File: config.mk
export PLATFORM = sky130hd
export DESIGN_NAME = input_buffer
export DESIGN_NICKNAME = d
export VERILOG_FILES = /design/src/rtl/input_buffer.sv
export SDC_FILE = /design/constraint.sdc
export NUM_CORES = 1
export LEC_CHECK = 0
export CELL_PAD_IN_SITES_DETAIL_PLACEMENT = 1
export CELL_PAD_IN_SITES_GLOBAL_PLACEMENT = 2
export CORE_MARGIN = 1
export CORE_UTILIZATION = 35
export CTS_CLUSTER_DIAMETER = 30
export DETAILED_ROUTE_END_ITERATION = 7
export PLACE_DENSITY_LB_ADDON = 0.05
export SLEW_MARGIN = 20
export SYNTH_ARGS = -nofsm -noshare
export SYNTH_HDL_FRONTEND = slang
export SYNTH_SLANG_ARGS = --single-unit
File: constraint.sdc
create_clock -name clk -period 4.67 [get_ports clk]
set_input_delay 1.1675 -clock clk [delete_from_list [all_inputs] [get_ports clk]]
set_output_delay 1.1675 -clock clk [all_outputs]
set_load 0.02 [all_outputs]
File: src/rtl/input_buffer.sv
// Eight-entry flit FIFO with registered read data and exposed storage pointers.
// A pop frees a slot in the same cycle, so a full buffer accepts a write alongside a pop.
module input_buffer #(
    parameter int DEPTH = 8,
    parameter int WIDTH = 16
) (
    input  logic                     clk,
    input  logic                     reset,
    input  logic [WIDTH-1:0]         buf_data_i,
    input  logic                     buf_write_i,
    input  logic                     buf_read_i,
    output logic                     buf_empty_o,
    output logic                     bup_valid_o,
    output logic [WIDTH-1:0]         buf_data_o,
    output logic [$clog2(DEPTH)-1:0] buf_ram_raddr_o,
    output logic [$clog2(DEPTH)-1:0] buf_ram_waddr_o
);

    localparam int AW = $clog2(DEPTH);
    localparam int CW = $clog2(DEPTH + 1);

    logic [WIDTH-1:0] mem_q [DEPTH];
    logic [CW-1:0]    count_q, count_d;
    logic [AW-1:0]    raddr_q, raddr_d;
    logic [AW-1:0]    waddr_q, waddr_d;
    logic [WIDTH-1:0] data_q, data_d;
    logic             valid_q, valid_d;
    logic             pop_ok;
    logic             push_ok;

    function automatic logic [AW-1:0] ptr_inc(input logic [AW-1:0] ptr);
        return (ptr == AW'(DEPTH - 1)) ? '0 : ptr + AW'(1);
    endfunction

    assign pop_ok  = buf_read_i && (count_q != '0);
    assign push_ok = buf_write_i && ((count_q != CW'(DEPTH)) || pop_ok);

    always_comb begin
        count_d = count_q;
        raddr_d = raddr_q;
        waddr_d = waddr_q;
        data_d  = data_q;
        valid_d = 1'b0;
        if (pop_ok) begin
            data_d  = mem_q[raddr_q];
            valid_d = 1'b1;
            raddr_d = ptr_inc(raddr_q);
        end
        if (push_ok) begin
            waddr_d = ptr_inc(waddr_q);
        end
        case ({push_ok, pop_ok})
            2'b10:   count_d = count_q + CW'(1);
            2'b01:   count_d = count_q - CW'(1);
            default: count_d = count_q;
        endcase
    end

    always_ff @(posedge clk) begin
        if (reset) begin
            count_q <= '0;
            raddr_q <= '0;
            waddr_q <= '0;
            data_q  <= '0;
            valid_q <= 1'b0;
        end else begin
            count_q <= count_d;
            raddr_q <= raddr_d;
            waddr_q <= waddr_d;
            data_q  <= data_d;
            valid_q <= valid_d;
        end
    end

    // Storage is deliberately left out of reset; stale contents are never readable.
    always_ff @(posedge clk) begin
        if (!reset && push_ok) begin
            mem_q[waddr_q] <= buf_data_i;
        end
    end

    assign buf_empty_o     = (count_q == '0);
    assign bup_valid_o     = valid_q;
    assign buf_data_o      = data_q;
    assign buf_ram_raddr_o = raddr_q;
    assign buf_ram_waddr_o = waddr_q;

endmodule

==> Yosys cells after proc, flatten, opt, wreduce, memory -nomap -nowiden <==
Memories as Yosys holds them, arrays and structs flattened. A register that Yosys moved wholly into a read port is not among the register bits.
Index checks and enable logic that the tools add are counted.
{ "totals": {"out_inout_bits": 24, "ramBits": 128, "n_memories": 1, "register_bits": 11, "elab_cells": 28, "input_bits": 20} }
{ "memory_table": {"columns": ["memory", "words", "width", "read_ports", "rd_clocked_by_memory_dff", "wr", "line", "text"], "rows": [
  ["mem_q", 8, 16, 1, 1, 1, "22", "logic [WIDTH-1:0] mem_q [DEPTH];"]
]} }
{ "op_classes": {"reduce_logical": 8, "addsub": 4, "muxes": 6, "eq_ne": 5} }
{ "op_table": {"columns": ["cell", "count"], "rows": [
  ["one-hot mux 4 bit (2 select lines)", 1],
  ["adder 3 x 1 -> 3 bit (second input constant)", 2],
  ["equality test 3 bit (second input constant)", 2],
  ["2-to-1 mux 3 bit", 2],
  ["adder 4 x 1 -> 4 bit (second input constant)", 1],
  ["zero test 4 bit", 1],
  ["!= test 4 bit (second input constant)", 1],
  ["nonzero test 4 bit", 1],
  ["subtractor 4 x 1 -> 4 bit (second input constant)", 1],
  ["logical AND 1 bit", 3],
  ["2-to-1 mux 1 bit", 3],
  ["equality test 2 x 1 -> 1 bit (second input constant)", 1],
  ["equality test 2 bit (second input constant)", 1],
  ["nonzero test 2 bit", 1],
  ["zero test 1 bit", 1],
  ["logical OR 1 bit", 1]
]} }

==> Longest topological paths before layout <==
{ "depth": {"depth_word": 7, "mapped_depth": 12, "ltp_nobuf": 9} }

==> Least setup slack after synthesis <==
OpenSTA, ideal clock, no wires.
{ "synth_timing": {"path_type": "input to register", "from": "input buf_write_i", "to": "memory mem_q[0][0] (enable)", "setup_ns": 0.436, "required_time_ns": 4.234, "arrival_ns": 3.244, "path_buffers": 1, "path_stages": 3, "slack_ns": 0.990, "cell_sequence": "buf_2 > o21ai_2 > nor4b_1"} }
{ "synth_between": {"elab_chain_cells": 4} }
{ "synth_rtl": {"columns": ["element", "line", "text"], "rows": [
  ["start: declaration", "10", "input logic buf_write_i,"],
  ["logical AND 1 bit", "36", "assign push_ok = buf_write_i && ((count_q != CW'(DEPTH)) || pop_ok);"],
  ["logical AND 1 bit", "77", "if (!reset && push_ok) begin"],
  ["2-to-1 mux 1 bit", "77", null],
  ["2-to-1 mux 1 bit (not written as such)", "78", "mem_q[waddr_q] <= buf_data_i;"],
  ["end: declaration", "22", null]
]} }
Every way passes these cells.

==> Worst setup path after layout <==
{ "layout_timing": {"from": "register count_q[0]", "to": "output buf_empty_o"} }
{ "layout_between": {"elab_chain_cells": 1} }
{ "layout_rtl": {"columns": ["element", "line", "text"], "rows": [
  ["start: declaration", "23", "logic [CW-1:0] count_q, count_d;"],
  ["start signal: assignment", "67", "count_q <= count_d;"],
  ["zero test 4 bit", "82", "assign buf_empty_o = (count_q == '0);"],
  ["end: declaration", "12", "output logic buf_empty_o,"]
]} }
Every way passes these cells.

==> impl_metrics.toml <==
[global_route]
grt_pass1_wl_mm = 20.19
antenna_found_initial = 0
grt-ovfl-total = 0
grt_max_degree = 36
grt_usage_pct = 15.72
grt_pass1_vias = 3433

[critical_path]
setup.worst_path.class = "reg2out"
crit_fanout = 7
critical_path_required_ps = 3500
cp.arrival_ps = 2050
worst_setup_path_start_kind = "register"
end_kind = "primary output"

[sta]
max_clock_freq_ghz = 0.3112
rsz0062_at_grt = "no"
hold_viol = 0
maxSlewHeadroom_pct = 42.33
finalSetupTns_ps = 0
whs_ps = 531.6
min_period_ps = 3214
period_share_pct = 68.81
clock-skew-final_ps = 7.774
setup_viol = 0
worst_slew_pin_slew_ps = 865.0
finalMaxSlewViolations = 0

[placement]
port_buffers = 43
dp_hpwl_mm = 7.505
routabilityCongestion = 0.6686

[synth]
ys_types = 38
yosysWarnings = 0
synth_area_sq_mm = 0.006131
ys_seq_area_share_pct = 71.51
ys_ff_latch = 155
synth.avg_cell_area_sq_um = 18.75
synth_nets = 354
syn_inst = 327

[power_and_ir_drop]
p_total_mw = 4.109
powerDensity_mw_per_mm2 = 549.4
irDropWorstVdd_mv = 0.3366
p_leak_nw = 2.366

[floorplan]
io_pins = 44
design.core.area_sq_mm = 0.01718
die_area_sq_mm = 0.01805
rows = 48
start_util_pct = 35.69
fp.dieH_microns = 134.4
die_w_microns = 134.4

[finish]
mostFrequentLayoutCell = "edfxtp_1"
fillCellCount = 1658
layout-drive-gt1-share_pct = 25.51
nNetsFinal = 410
num_antenna_cells = 0
most-common-layout-cells = "edfxtp_1, clkdlybuf4s50_1, mux4_2"
syn_to_final_growth_pct = 21.98

[route]
vias = 3105
ant_nets = 0
wirelength_mm = 12.85
remaining_drc_errors = 0
post_drt_wl_per_cell_microns = 20.68
vias_per_cell = 5.000
drt-initial-drc-count = 180
first_pass_iters = 4

[status]
status = "completed"

[hold_path]
hp-class = "reg2reg"

[clock_tree]
cts_root_buf = "clkbuf_16"
cts_setup_buffers = 0
numCtsBuffers = 17
cts_resized = 0
clkSinkCount = 155
clk_latency_ps = 420
cts_tree = "yes"
cts_hold_buf = 0
path_clk_slew_ps = 60
htree_levels = 4
clk_path_buf_depth = 2

[flow_run]
maxCapViolCount = 0
[Yosys cell counts (all sizes together)]
cell	instances	area share, %
a211oi	18	3.6
a21oi	6	0.49
a31oi	1	0.10
and2	1	0.10
buf	13	1.7
clkbuf	7	0.45
dfxtp	27	8.8
edfxtp	128	63
fa	1	0.33
ha	6	1.2
inv	3	0.18
mux2i	19	3.1
mux4	32	12
nand2	8	0.49
nand2b	3	0.31
nand3	2	0.16
nand3b	2	0.24
nor2	29	1.8
nor3	4	0.33
nor4	1	0.10
nor4b	1	0.14
nor4bb	1	0.16
o211ai	1	0.12
o21a	1	0.12
o21ai	2	0.22
o21bai	1	0.12
o221ai	1	0.14
o311a	1	0.16
o31ai	1	0.12
or3	3	0.31
xnor2	3	0.43
[critical path, stage by stage (launching register included)]
cell	delay, ps
dfxtp_1	380
or3_1	500
nor2_1	130
clkdlybuf4s50_1	610
[kinds of logic (layout without fill, tap and decap cells)]
kind of cell	after synthesis	in the layout	share of synthesized area (%)
DFF	155	155	71.51
and+or+nand+nor	55	55	4.123
muxes	51	51	14.86
AOI/OAI and AO/OA	33	33	5.204
buffers and inverters	23	92	2.326
adders and majority gates	7	7	1.551
xor gates and xnor gates	3	3	0.4286
[layout make-up]
cell class	count	area [sq um]	share of cell area, %
repair buffers	57	543.0	7.261
flip-flops and latches	155	4385	58.64
multi-input cells	149	1633	21.83
clock inverters	14	195.2	2.610
inverters	3	11.26	0.1506
clock buffers	18	429.2	5.739
well taps	225	281.5	3.764
[stage by stage]
| stage | std cells | utilization, % | setup WS (ps) | cell area, sq um |
|---|---|---|---|---|
| after floorplan | 327 | - | 990.0 | 6131 |
| after global placement | 589 | 39.90 | 1434 | 6854 |
| after detailed placement | 589 | 39.90 | 1383 | 6854 |
| after CTS | 621 | 43.54 | 1432 | 7478 |
| after global routing | 621 | 43.54 | 1365 | 7478 |
| final | 621 | 43.54 | 1457 | 7478 |
[state kept, by name, summed over array words and instances (netlist names)]
name             flops
buf_data_o          16
buf_ram_waddr_o      3
mem_q              128
buf_ram_raddr_o      3
bup_valid_o          1
count_q              4
[path summary, 6_finish.rpt]
check                              startpoint            end  slack (ps)  cells past startpoint
worst max-delay path               count_q[0]    buf_empty_o        1460                      3
worst min-delay path            buf_data_o[8]  buf_data_o[8]         530                      2
worst max register to register     count_q[0]     count_q[3]        2210                      9
worst min register to register  buf_data_o[8]  buf_data_o[8]         530                      2
[per-layer routing]
metal | up-vias | GRT usage [%] | share of wire, %
li1 | 1426 | - | -
met1 | 1626 | 19.47 | 46
met2 | 43 | 26.63 | 51
met3 | 10 | 3.628 | 2.3
met4 | 0 | 6.180 | 1.4
met5 | - | 0 | 0
[where the power goes]
group | internal, mW | switching (mW)
Combinational | 0.463 | 0.525
Sequential | 1.60 | 0.0686
Clock | 0.896 | 0.556
(Power assumes the default switching activity.)
